**config.mk**
```make
export PLATFORM = sky130hd
export DESIGN_NAME = sync_fifo_param_flat
export DESIGN_NICKNAME = d
export VERILOG_FILES = /design/src/rtl/fifo_pkg.sv /design/src/rtl/sync_fifo_param_if.sv /design/src/rtl/fifo_ram.sv /design/src/rtl/sync_fifo_param.sv /design/src/flat_wrapper.sv
export SDC_FILE = /design/constraint.sdc
export NUM_CORES = 1
export LEC_CHECK = 0
export CELL_PAD_IN_SITES_DETAIL_PLACEMENT = 1
export CELL_PAD_IN_SITES_GLOBAL_PLACEMENT = 1
export CORE_MARGIN = 2
export CORE_UTILIZATION = 43
export DETAILED_ROUTE_END_ITERATION = 16
export GPL_ROUTABILITY_DRIVEN = 0
export PLACE_DENSITY = 0.74
export SYNTH_ARGS = -nofsm -noshare
export SYNTH_HDL_FRONTEND = slang
export SYNTH_SLANG_ARGS = --single-unit
```
**constraint.sdc**
```tcl
create_clock -name clk -period 4.3 [get_ports clk]
set_clock_uncertainty 0.15 [all_clocks]
set_input_delay 0.43 -clock clk [delete_from_list [all_inputs] [get_ports clk]]
set_output_delay 0.43 -clock clk [all_outputs]
set_load 0.005 [all_outputs]
```
**src/rtl/fifo_pkg.sv**
```systemverilog
// Shared constants and helpers for the parametrised pipeline FIFO family.
package fifo_pkg;

  localparam int DATA_W_DEF = 32;

  function automatic int clog2(input int value);
    int res;
    res = 0;
    while ((1 << res) < value) begin
      res = res + 1;
    end
    return res;
  endfunction

endpackage

```
**src/rtl/sync_fifo_param_if.sv**
```systemverilog
// Handshake and status bundle between a FIFO producer/consumer and sync_fifo_param.
interface sync_fifo_param_if
  import fifo_pkg::*;
#(
  parameter int DATA_W = DATA_W_DEF,
  parameter int DEPTH  = 4
) ();

  localparam int AW = clog2(DEPTH);

  logic              flush;
  logic              wren;
  logic [DATA_W-1:0] din;
  logic              rden;
  logic [DATA_W-1:0] dout;
  logic              dout_valid;
  logic              full;
  logic              empty;
  logic              almost_full;
  logic              almost_empty;
  logic [AW:0]       count;
  logic              overflow;
  logic              underflow;

  modport master (
    output flush, wren, din, rden,
    input  dout, dout_valid, full, empty, almost_full, almost_empty,
           count, overflow, underflow
  );

  modport slave (
    input  flush, wren, din, rden,
    output dout, dout_valid, full, empty, almost_full, almost_empty,
           count, overflow, underflow
  );

endinterface

```
**src/rtl/fifo_ram.sv**
```systemverilog
// Simple dual-port storage: synchronous write, registered synchronous read (read-before-write).
module fifo_ram
  import fifo_pkg::*;
#(
  parameter int DATA_W = DATA_W_DEF,
  parameter int DEPTH  = 4
) (
  input  logic                   clk,
  input  logic                   we,
  input  logic [clog2(DEPTH)-1:0] waddr,
  input  logic [DATA_W-1:0]      wdata,
  input  logic                   re,
  input  logic [clog2(DEPTH)-1:0] raddr,
  output logic [DATA_W-1:0]      rdata
);

  logic [DATA_W-1:0] mem_q [DEPTH];

  // Same-address write and read in one cycle returns the old word.
  always_ff @(posedge clk) begin
    if (we) begin
      mem_q[waddr] <= wdata;
    end
    if (re) begin
      rdata <= mem_q[raddr];
    end
  end

endmodule

```
**src/rtl/sync_fifo_param.sv**
```systemverilog
// Parametrised synchronous FIFO with protected wrap-bit pointers, sticky errors and registered read data.
module sync_fifo_param
  import fifo_pkg::*;
#(
  parameter int DATA_W     = DATA_W_DEF,
  parameter int DEPTH      = 4,
  parameter int AFULL_LVL  = DEPTH - 1,
  parameter int AEMPTY_LVL = 1
) (
  input  logic               clk,
  input  logic               rst,
  sync_fifo_param_if.slave   bus
);

  localparam int AW = clog2(DEPTH);
  localparam logic [AW:0]  PTR_ONE   = {{AW{1'b0}}, 1'b1};
  localparam logic [AW:0]  PTR_ZERO  = {(AW+1){1'b0}};
  localparam logic [31:0]  AFULL_U   = AFULL_LVL;
  localparam logic [31:0]  AEMPTY_U  = AEMPTY_LVL;

  if (DEPTH < 2 || (DEPTH & (DEPTH - 1)) != 0 || AFULL_LVL > DEPTH) begin : g_bad_params
    $fatal(1, "sync_fifo_param: DEPTH must be a power of two >= 2 and AFULL_LVL <= DEPTH");
  end

  logic [AW:0]       wr_ptr_q, wr_ptr_d;
  logic [AW:0]       rd_ptr_q, rd_ptr_d;
  logic              ovf_q, ovf_d;
  logic              udf_q, udf_d;
  logic              dv_q, dv_d;
  logic              rd_seen_q, rd_seen_d;
  logic              full_s, empty_s;
  logic              wr_acc_s, rd_acc_s;
  logic [AW:0]       count_s;
  logic [DATA_W-1:0] ram_rdata_s;

  always_comb begin
    count_s = wr_ptr_q - rd_ptr_q;
    full_s  = (wr_ptr_q[AW] != rd_ptr_q[AW]) && (wr_ptr_q[AW-1:0] == rd_ptr_q[AW-1:0]);
    empty_s = (wr_ptr_q == rd_ptr_q);
  end

  // Accept decisions use pre-edge state; flush suppresses both requests.
  always_comb begin
    wr_ptr_d  = wr_ptr_q;
    rd_ptr_d  = rd_ptr_q;
    ovf_d     = ovf_q;
    udf_d     = udf_q;
    dv_d      = 1'b0;
    rd_seen_d = rd_seen_q;
    wr_acc_s  = 1'b0;
    rd_acc_s  = 1'b0;
    if (bus.flush) begin
      wr_ptr_d = PTR_ZERO;
      rd_ptr_d = PTR_ZERO;
      ovf_d    = 1'b0;
      udf_d    = 1'b0;
    end else begin
      wr_acc_s = bus.wren & (~full_s | bus.rden);
      rd_acc_s = bus.rden & ~empty_s;
      if (wr_acc_s) begin
        wr_ptr_d = wr_ptr_q + PTR_ONE;
      end else begin
        wr_ptr_d = wr_ptr_q;
      end
      if (rd_acc_s) begin
        rd_ptr_d = rd_ptr_q + PTR_ONE;
      end else begin
        rd_ptr_d = rd_ptr_q;
      end
      ovf_d     = ovf_q | (bus.wren & full_s & ~bus.rden);
      udf_d     = udf_q | (bus.rden & empty_s);
      dv_d      = rd_acc_s;
      rd_seen_d = rd_seen_q | rd_acc_s;
    end
  end

  always_ff @(posedge clk or posedge rst) begin
    if (rst) begin
      wr_ptr_q  <= PTR_ZERO;
      rd_ptr_q  <= PTR_ZERO;
      ovf_q     <= 1'b0;
      udf_q     <= 1'b0;
      dv_q      <= 1'b0;
      rd_seen_q <= 1'b0;
    end else begin
      wr_ptr_q  <= wr_ptr_d;
      rd_ptr_q  <= rd_ptr_d;
      ovf_q     <= ovf_d;
      udf_q     <= udf_d;
      dv_q      <= dv_d;
      rd_seen_q <= rd_seen_d;
    end
  end

  fifo_ram #(
    .DATA_W (DATA_W),
    .DEPTH  (DEPTH)
  ) u_ram (
    .clk   (clk),
    .we    (wr_acc_s),
    .waddr (wr_ptr_q[AW-1:0]),
    .wdata (bus.din),
    .re    (rd_acc_s),
    .raddr (rd_ptr_q[AW-1:0]),
    .rdata (ram_rdata_s)
  );

  // The RAM read register is not reset, so dout reads zero until the first accepted read.
  always_comb begin
    bus.dout         = rd_seen_q ? ram_rdata_s : {DATA_W{1'b0}};
    bus.dout_valid   = dv_q;
    bus.count        = count_s;
    bus.full         = full_s;
    bus.empty        = empty_s;
    bus.almost_full  = (32'(count_s) >= AFULL_U);
    bus.almost_empty = (32'(count_s) <= AEMPTY_U);
    bus.overflow     = ovf_q;
    bus.underflow    = udf_q;
  end

endmodule
```
**src/flat_wrapper.sv**
```systemverilog
// flat-port wrapper written by rule: the top's interface ports become plain ports
module sync_fifo_param_flat import fifo_pkg::*;
#(
  parameter int DATA_W     = DATA_W_DEF,
  parameter int DEPTH      = 4,
  parameter int AFULL_LVL  = DEPTH - 1,
  parameter int AEMPTY_LVL = 1
)
  (clk, rst, bus_flush, bus_wren, bus_din, bus_rden, bus_dout, bus_dout_valid, bus_full, bus_empty, bus_almost_full, bus_almost_empty, bus_count, bus_overflow, bus_underflow);
  sync_fifo_param_if #(.DATA_W(DATA_W), .DEPTH(DEPTH)) bus_i ();
  input  logic clk;
  input  logic rst;
  input wire logic [$bits(bus_i.flush)-1:0] bus_flush;
  input wire logic [$bits(bus_i.wren)-1:0] bus_wren;
  input wire logic [$bits(bus_i.din)-1:0] bus_din;
  input wire logic [$bits(bus_i.rden)-1:0] bus_rden;
  output wire logic [$bits(bus_i.dout)-1:0] bus_dout;
  output wire logic [$bits(bus_i.dout_valid)-1:0] bus_dout_valid;
  output wire logic [$bits(bus_i.full)-1:0] bus_full;
  output wire logic [$bits(bus_i.empty)-1:0] bus_empty;
  output wire logic [$bits(bus_i.almost_full)-1:0] bus_almost_full;
  output wire logic [$bits(bus_i.almost_empty)-1:0] bus_almost_empty;
  output wire logic [$bits(bus_i.count)-1:0] bus_count;
  output wire logic [$bits(bus_i.overflow)-1:0] bus_overflow;
  output wire logic [$bits(bus_i.underflow)-1:0] bus_underflow;
  assign bus_i.flush = bus_flush;
  assign bus_i.wren = bus_wren;
  assign bus_i.din = bus_din;
  assign bus_i.rden = bus_rden;
  assign bus_dout = bus_i.dout;
  assign bus_dout_valid = bus_i.dout_valid;
  assign bus_full = bus_i.full;
  assign bus_empty = bus_i.empty;
  assign bus_almost_full = bus_i.almost_full;
  assign bus_almost_empty = bus_i.almost_empty;
  assign bus_count = bus_i.count;
  assign bus_overflow = bus_i.overflow;
  assign bus_underflow = bus_i.underflow;
  sync_fifo_param #(.DATA_W(DATA_W), .DEPTH(DEPTH), .AFULL_LVL(AFULL_LVL), .AEMPTY_LVL(AEMPTY_LVL)) u_core (.clk(clk), .rst(rst), .bus(bus_i));
endmodule
```
# After elaboration in Yosys (flattened, before gate mapping)
# Memories as Yosys holds them, arrays and structs flattened. A register that Yosys moved wholly into a read port is not among the register bits.
# Cells that the tools add are included.
[totals]
elab_cells = 41
ramBits = 128
mem_count = 1
reg_bits = 10
input_bits = 37
[memory_table]
columns = ["memory", "depth", "width", "read_ports", "rd_ports_with_merged_regs", "write_ports", "line", "text"]
rows = [
  ["u_core.u_ram.mem_q", 4, 32, 1, 1, 1, "fifo_ram.sv:17", "logic [DATA_W-1:0] mem_q [DEPTH];"],
]
[classes]
n_lt_le_gt_ge = 2
mux = 11
n_bitwise = 12
addsub = 3
eq_ne = 3
n_reduce_logical = 3
[op_table]
columns = ["operator", "n"]
rows = [
  ["$mux W32", 1],
  ["$mux W3", 4],
  ["$add A3 B1 Y3 const B", 2],
  ["$mux W1", 6],
  ["$and A1 B1 Y1", 5],
  ["$or A1 B1 Y1", 4],
  ["$reduce_bool A2 Y1", 2],
  ["$eq A3 B3 Y1", 1],
  ["$ge A3 B2 Y1 const B", 1],
  ["$le A3 B1 Y1 const B", 1],
  ["$not A1 Y1", 3],
  ["$sub A3 B3 Y3", 1],
  ["$eq A2 B2 Y1", 1],
  ["$logic_and A1 B1 Y1", 1],
  ["$ne A1 B1 Y1", 1],
]

# Logic depth before layout (Yosys ltp)
# Gate-level depths: netlist of run 1.
[depth]
ltp_word = 8
mapped_depth = 7
ltp_nobuf = 6

# Cells and area by module
# From an unflattened synthesis of run 1, not the netlist that was laid out.
[hier_totals]
hier_cells = 300
area_unflattened_um2 = 6463.7
[modules_own_cells]
columns = ["module", "seq_area_each_um2", "instances", "area_per_inst_um2", "cells_per_inst"]
rows = [
  ["fifo_ram", 4804.6, 1, 5650.4, 203],
  ["sync_fifo_param", 250.2, 1, 813.3, 97],
]

# Worst setup path before layout of run 1
# No wires, ideal clock.
[synth_timing]
path_kind = "register -> register"
from = "register u_core.rd_ptr_q[1]"
to = "register u_core.u_ram.rdata[0], read port of u_core.u_ram.mem_q (enable)"
synth_period_minus_slack_ns = 4.229
t_arrival_ns = 3.616
slack_ns = 0.071
stages_incl_launch_ff = 8
cell_sequence = "dfrtp_1 > clkbuf_1 > buf_2 > inv_1 > ha_1 > nand2_1 > nor2_1 > nor3_1"
[synth_between]
elab_chain_cells = 4
[synth_rtl]
columns = ["item", "line", "text"]
rows = [
  ["from (decl)", "sync_fifo_param.sv:26", "logic [AW:0] rd_ptr_q, rd_ptr_d;"],
  ["from (signal assigned)", "sync_fifo_param.sv:87", "rd_ptr_q <= rd_ptr_d;"],
  ["$eq A3 B3 Y1", "sync_fifo_param.sv:39", "empty_s = (wr_ptr_q == rd_ptr_q);"],
  ["via bus_empty", "flat_wrapper.sv:20", "output wire logic [$bits(bus_i.empty)-1:0] bus_empty;"],
  ["$not A1 Y1", "sync_fifo_param.sv:59", "rd_acc_s = bus.rden & ~empty_s;"],
  ["$and A1 B1 Y1", "sync_fifo_param.sv:59", ""],
  ["$mux W1", "n/a", ""],
  ["via u_core.dv_d", "sync_fifo_param.sv:29", "logic dv_q, dv_d;"],
  ["to (decl)", "fifo_ram.sv:14", "output logic [DATA_W-1:0] rdata"],
]
# The timed path passes the listed nets, and every way through them passes these cells.
# A chain may end at the register's enable or synchronous reset.

# Final worst setup path of run 1
[layout_timing]
from = "register u_core.wr_ptr_q[0]"
to = "output port bus_almost_full"
[layout_between]
elab_chain_cells = 2
[layout_rtl]
columns = ["item", "line", "text"]
rows = [
  ["from (decl)", "sync_fifo_param.sv:25", "logic [AW:0] wr_ptr_q, wr_ptr_d;"],
  ["from (signal assigned)", "sync_fifo_param.sv:86", "wr_ptr_q <= wr_ptr_d;"],
  ["$sub A3 B3 Y3", "sync_fifo_param.sv:37", "count_s = wr_ptr_q - rd_ptr_q;"],
  ["$ge A3 B2 Y1", "sync_fifo_param.sv:115", "bus.almost_full = (32'(count_s) >= AFULL_U);"],
  ["to (decl)", "flat_wrapper.sv:21", "output wire logic [$bits(bus_i.almost_full)-1:0] bus_almost_full;"],
]
# No other way between the ends.

==> metrics.md, run 1 <==
| Metric | Value |
|---|---|
| WP data required | 3.72 ns |
| Yosys warning count | 0 |
| Drt via density | 5.20 |
| Clock power frac | 0.352 |
| RSZ-0062 raised after global routing | false |
| Cell area after synthesis | 6440 um^2 |
| Die ar. | 16000 um^2 |
| Tcrit/Tclk final | 0.707 |
| Total number of vias | 3058 |
| Core area | 14600 um^2 |
| Crit path kind | reg -> out |
| Worst setup margin | 1.26 ns |
| Row Count | 44 |
| First-pass GRT wire length | 18.9 mm |
| Arrival time worst endpoint | 2.46 ns |
| Vias in the first global route | 3409 |
| Initial antenna violation count | 0 |
| CTS tree | built |
| Synthesized area per cell | 21.2 um^2 |
| Worst Hold Class | in -> async |
| Pre-CTS WS | 1.47 ns |
| Pwr dens | 483 nW/um^2 |
| I/O pin total | 79 |
| Post-CTS Hold Fix Bufs | 0 |
| Seq/Total Area, Yosys | 0.785 |
| Post-Syn Instances | 304 |
| Synthesized flop and latch total | 170 |
| Total iterations of the first detailed-routing run | 4 |
| Cell count after placement | 558 |
| Post-synth cell types | 32 |
| Wire per inst | 20.5 um |
| Reg-to-Reg End | u_core.u_ram.mem_q[3][25] |
| Static leakage | 2.61 nW |
| Worst setup SP type | register |
| Final non-filler cell total | 588 |
| CP Max Fanout | 4 |
| Max IR drop VDD | 0.289 mV |
| Initial core utilization | 0.441 |
| Synthesis-to-finish area growth | 23.5% |
| Num CTS Buffers | 17 |
| Die W | 126 um |
| Layout cells sized above 1 | 0.173 |
| Worst-Margin Slew | 0.962 ns |
| Htree depth | 4 |
| DRC | 0 |
| Max-cap violations | 0 |
| Sequential share of power | 0.506 |
| Iter 0 DRT Violations | 185 |
| Post_cts resized | 0 |
| Clk_lat worst skew | 0.42 ns |
| Clock sink total | 170 |
| Largest net degree at the start of global routing | 36 |
| CTS Buffer Depth | 2 |
| Internal power | 3.00 mW |
| Tot GR Track Use | 0.162 |
| Die Y-Extent | 126 um |
| Worst-path clk slew | 0.06 ns |
| Final HPWL DP | 7.18 mm |
| Nets | 438 |
| Reg2reg start | u_core.wr_ptr_q[0] |
| Switching Power | 845 uW |
| Port Buffers | 78 |
| Syn_nets | 349 |
| Final Max Tran Viols | 0 |
| Switching Fraction | 0.220 |
| Logic pwr share | 0.142 |
| DRT antenna net count | 0 |
| Worst Reg-to-Reg Cells | 5 |
| Status | completed |
| Post-CTS setup buffer count | 0 |
| Setup TNS | 0 ns |
| GRT Residual Overflow | 0 |
| Fin crit period | 3.04 ns |
| R2R Setup Slk | 1.59 ns |
| Routed Wire Length | 12.1 mm |
| # diodes | 0 |
| Fmax | 0.329 GHz |
| Max-slew headroom | 0.359 |
| # setup viols final | 0 |
| Clk root buf | clkbuf_16 |
| CP Capture Type | output pin |
| Final hold violation count | 0 |
metrics by stage:
step                utilization  instance area (um^2)  hold WS, ns  power, mW
global placement          0.510                  7440        0.350       2.52
global route              0.545                  7950        0.190       3.98
floorplan                     -                  6440        0.120       2.28
finish                    0.545                  7950        0.148       3.84
detailed placement        0.510                  7440        0.374       2.54
CTS                       0.545                  7950        0.152       3.89
placed cells by master (no fill, tap or decap), types with 2 or more instances in the layout:
master and n:
edfxtp_1 160, clkdlybuf4s50_1 78, and2_1 33, mux4_2 32, clkbuf_16 17, nor2_1 9, inv_1 9, dfrtp_1 8
ha_1 7, clkinv_1 5, and3_2 4, clkinv_2 4, buf_4 4, nor2b_1 3, nand2_1 3, xnor2_1 2
mux2_2 2, a21o_1 2, dfrtp_2 2
cell families after synthesis:
logic type               share of synthesized area
flip-flops                                   0.785
AND/OR/NAND/NOR                             0.0486
multiplexers                                 0.119
buffers and inverters                       0.0134
AO/OA/AOI/OAI                               0.0126
adder cells (fa/ha/maj)                     0.0167
XOR/XNOR                                   0.00408
cells in the mapped netlist:
master / count / area, um^2
o211ai_1: 1 / 7.51
a21o_1: 2 / 15.0
or4_1: 1 / 7.51
buf_1: 1 / 3.75
a21oi_1: 1 / 5.00
xor2_1: 1 / 8.76
xnor2_1: 2 / 17.5
mux2i_1: 1 / 10.0
clkbuf_1: 5 / 18.8
nand2_1: 3 / 11.3
a41oi_1: 1 / 8.76
o31a_1: 1 / 8.76
inv_1: 9 / 33.8
mux2_2: 2 / 22.5
mux2_4: 1 / 15.0
buf_2: 6 / 30.0
o31ai_1: 1 / 7.51
o21ai_0: 1 / 5.00
nor3_1: 1 / 5.00
and2_1: 33 / 206
nor2b_1: 3 / 18.8
nor2_1: 9 / 33.8
nand3_1: 1 / 5.00
a31oi_1: 1 / 6.26
and3_1: 4 / 25.0
mux4_2: 32 / 721
dfrtp_1: 10 / 250
edfxtp_1: 160 / 4800
fa_1: 1 / 20.0
o2111ai_1: 1 / 8.76
ha_1: 7 / 87.6
o311ai_1: 1 / 8.76
flip-flops by register name, summed over array words and instances (netlist names):
register               cells
u_core.bus.dout_valid      1
u_core.bus.overflow        1
u_core.bus.underflow       1
u_core.rd_ptr_q            3
u_core.rd_seen_q           1
u_core.u_ram.mem_q       128
u_core.u_ram.rdata        32
u_core.wr_ptr_q            3
layer usage:
| layer | vias up | routed length, um | part of all wire | track usage |
|---|---|---|---|---|
| met1 | 1597 | 4960 | 0.41 | 0.189 |
| met4 | 0 | 231 | 0.019 | 0.0711 |
| met2 | 58 | 6470 | 0.54 | 0.286 |
| met5 | - | 0 | 0 | 0 |
| li1 | 1384 | - | - | - |
| met3 | 19 | 390 | 0.032 | 0.0396 |
area by class of cell:
type	instances	area (um^2)
clock buffers	18	429
fillers	1296	6640
multi-input cells	113	1310
clock inverters	12	85.1
well taps	184	230
flip-flops and latches	170	5060
inverters	9	33.8
repair buffers	82	811
power by group through the flow:
stage               registers (mW)  logic [mW]  clock network [mW]
floorplan                     1.97       0.307                   0
global placement              1.97       0.541                   0
detailed placement            1.98       0.561                   0
CTS                           1.95       0.564                1.38
global route                  1.95       0.597                1.43
finish                        1.94       0.546                1.35
worst max-delay path by stage:
stage / start / to / cells past startpoint
final: u_core.wr_ptr_q[0] / bus_almost_full / 7
after global placement: bus_flush / u_core.u_ram.mem_q[3][5] / 3
after global routing: u_core.wr_ptr_q[0] / bus_almost_full / 7
after floorplan: u_core.rd_ptr_q[1] / u_core.u_ram.rdata[0] / 7
after detailed placement: bus_flush / u_core.u_ram.mem_q[0][5] / 3
after CTS: u_core.wr_ptr_q[0] / bus_almost_full / 7
worst max-delay path: stages (launching register included):
cell and delay [ns]:
dfrtp_1 0.42, inv_1 0.15, ha_1 0.16, inv_1 0.05
fa_1 0.38, xnor2_1 0.27, a21o_1 0.12, clkdlybuf4s50_1 0.49
No activity file was read; power rests on OpenSTA's default activity.
==> run 2: changes to the inputs <==
clock period = 2.65 ns   (was 4.3 ns; I/O delays follow)
==> metrics.md, run 2 (synthesis gave the netlist of run 1 again) <==
| Metric | Value |
|---|---|
| Status | completed (unchanged) |
| Cell count after placement | 569 (was 558) |
| Vias in the first global route | 3552 (was 3409) |
| Row Count | 44 (unchanged) |
| CTS tree | built (unchanged) |
| # diodes | 0 (unchanged) |
| Setup TNS | 0 ns (unchanged) |
| Worst-path clk slew | 0.06 ns (about the same) |
| Tot GR Track Use | 0.178 (was 0.162) |
| Worst Hold Class | in -> reg (was in -> async) |
| Sequential cell area | 5060 um^2 (unchanged) |
| Final HPWL DP | 7.82 mm (was 7.18 mm) |
| Clk root buf | clkbuf_16 (unchanged) |
| Clk_lat worst skew | 0.43 ns (was 0.42 ns) |
| Switching Fraction | 0.218 (was 0.220) |
| Tcrit/Tclk final | 0.954 |
| Fmax | 0.395 GHz |
| Most common cell after layout, fill and taps aside | edfxtp_1 (unchanged) |
| Pre-CTS WS | 0.263 ns (was 1.47 ns) |
| Most frequent cells in the layout | edfxtp_1 (160), clkdlybuf4s50_1 (75), and2_1 (33) (was edfxtp_1 (160), clkdlybuf4s50_1 (78), and2_1 (33)) |
| Final hold violation count | 0 (unchanged) |
| WP data required | 2.24 ns (was 3.72 ns) |
| DRT antenna net count | 0 (unchanged) |
| Max-cap violations | 0 (unchanged) |
| Num CTS Buffers | 17 (unchanged) |
| Sequential share of power | 0.475 (was 0.506) |
| Pwr dens | 804 nW/um^2 (was 483 nW/um^2) |
| # fillers | 1282 (was 1296) |
| Clock sink total | 170 (unchanged) |
| DRC | 0 (unchanged) |
| First-pass GRT wire length | 20.7 mm (was 18.9 mm) |
| CP Capture Type | output pin (unchanged) |
| Initial antenna violation count | 0 (unchanged) |
| Htree depth | 4 (unchanged) |
| Initial core utilization | 0.441 (unchanged) |
| Fin crit period | 2.53 ns |
| Die ar. | 16000 um^2 (unchanged) |
| Worst setup margin | 0.122 ns (was 1.26 ns) |
| Static leakage | 2.79 nW (was 2.61 nW) |
| Nets | 453 (was 438) |
| Crit path kind | reg -> out (unchanged) |
| Wire per inst | 21.7 um (was 20.5 um) |
| I/O pin total | 79 (unchanged) |
| Layout cells sized above 1 | 0.221 (was 0.173) |
| CTS Buffer Depth | 2 (unchanged) |
| Internal power | 5.19 mW (was 3.00 mW) |
| Iter 0 DRT Violations | 215 (was 185) |
| Max FFs per register | 128 (unchanged) |
| Final non-filler cell total | 604 (was 588) |
| Core area | 14600 um^2 (unchanged) |
| Total number of vias | 3178 (was 3058) |
| Most flops, register | u_core.u_ram.mem_q (unchanged) |
| Synthesis-to-finish area growth | 28.1% (was 23.5%) |
| Worst-Margin Slew | 0.714 ns (was 0.962 ns) |
| # setup viols final | 0 (unchanged) |
| Worst setup SP type | register (unchanged) |
| Arrival time worst endpoint | 2.11 ns (was 2.46 ns) |
| RSZ-0062 raised after global routing | false (unchanged) |
| Final Max Tran Viols | 0 (unchanged) |
| Clock power frac | 0.385 (was 0.352) |
| Largest net degree at the start of global routing | 36 (unchanged) |
| Max IR drop VDD | 0.463 mV (was 0.289 mV) |
| Port Buffers | 78 (unchanged) |
| Area occupied by multi-input gates | 1330 um^2 (was 1310 um^2) |
| Logic pwr share | 0.140 (was 0.142) |
| Die W | 126 um (unchanged) |
| Max-slew headroom | 0.524 (was 0.359) |
| Largest regs | u_core.u_ram.mem_q: 128 flops, u_core.u_ram.rdata: 32 flops (unchanged) |
| CP Max Fanout | 6 (was 4) |
| GRT Residual Overflow | 0 (unchanged) |
| Die Y-Extent | 126 um (unchanged) |
| Drt via density | 5.26 (was 5.20) |
| Total iterations of the first detailed-routing run | 6 (was 4) |
| Post-layout power | 6.63 mW (was 3.84 mW) |
| Switching Power | 1.45 mW (was 845 uW) |
| Routed Wire Length | 13.1 mm (was 12.1 mm) |
[run 2: cell types whose count changed in the layout (fill, tap and decap cells not counted), moves of 2 or more]
cell,before,now
dlymetal6s2s_1,0,2
clkdlybuf4s50_1,78,75
clkinv_1,5,3
bufinv_16,1,4
buf_12,0,5
buf_4,4,13
[run 2: final timing paths]
check / start / to / slack, ns / cells past startpoint
hold reg to reg: u_core.bus.overflow / u_core.bus.overflow / 0.39 / 2
setup / recovery: u_core.wr_ptr_q[1] / bus_empty / 0.12 / 4
setup reg to reg: u_core.wr_ptr_q[1] / u_core.u_ram.mem_q[2][24] / 0.35 / 5
hold / removal: bus_din[9] / u_core.u_ram.mem_q[0][9] / 0.32 / 1
max in group asynchronous: rst / u_core.rd_ptr_q[1] / 1.49 / 3
min in group asynchronous: rst / u_core.wr_ptr_q[2] / 0.54 / 3
[run 2: repair_timing]
| action | CTS | global route |
|---|---|---|
| buffers inserted | 2 | 1 |
| setup endpoints to repair | 5 | 2 |
| pin swaps | 1 | 0 |
| endpoints found under the hold margin | 10 | 0 |
| resized for setup | 5 | 2 |
| hold buffers | 1 | 0 |
[run 2: layer usage]
layer  up-vias  track usage  part of all wire
met2        70        0.298              0.52
met1      1676        0.223              0.42
met4         0       0.0614             0.016
met3        17       0.0523             0.037
li1       1415            -                 -
met5         -            0                 0
[run 2: layout make-up]
| class | count | area share |
|---|---|---|
| clock buffer | 17 | 0.0516 |
| clock inverter | 14 | 0.0216 |
| inverter | 9 | 0.00410 |
| multi-input combinational | 113 | 0.161 |
| sequential | 170 | 0.613 |
| tap | 184 | 0.0279 |
| timing repair buffer | 97 | 0.120 |
[run 2: worst max-delay path, cell delays in order (launching register included)]
cell and delay [ns]:
dfrtp_1 0.46, ha_1 0.36, nand2_2 0.10, nor2_2 0.21
clkdlybuf4s50_1 0.55
[run 2: through the flow]
step	hold slack, ns	cell area (um^2)	util
finish	0.322	8240	0.565
global route	0.322	8240	0.565
CTS	0.296	8230	0.564
detailed placement	0.356	7590	0.520
global placement	0.341	7590	0.520
floorplan	-0.0448	6460	-
[run 2: power groups by stage]
stage | sequential [mW] | clock, mW | combinational, mW
finish | 3.15 | 2.55 | 0.929
global route | 3.16 | 2.69 | 1.01
CTS | 3.15 | 2.60 | 0.956
detailed placement | 3.21 | 0 | 0.935
global placement | 3.20 | 0 | 0.916
floorplan | 3.19 | 0 | 0.511
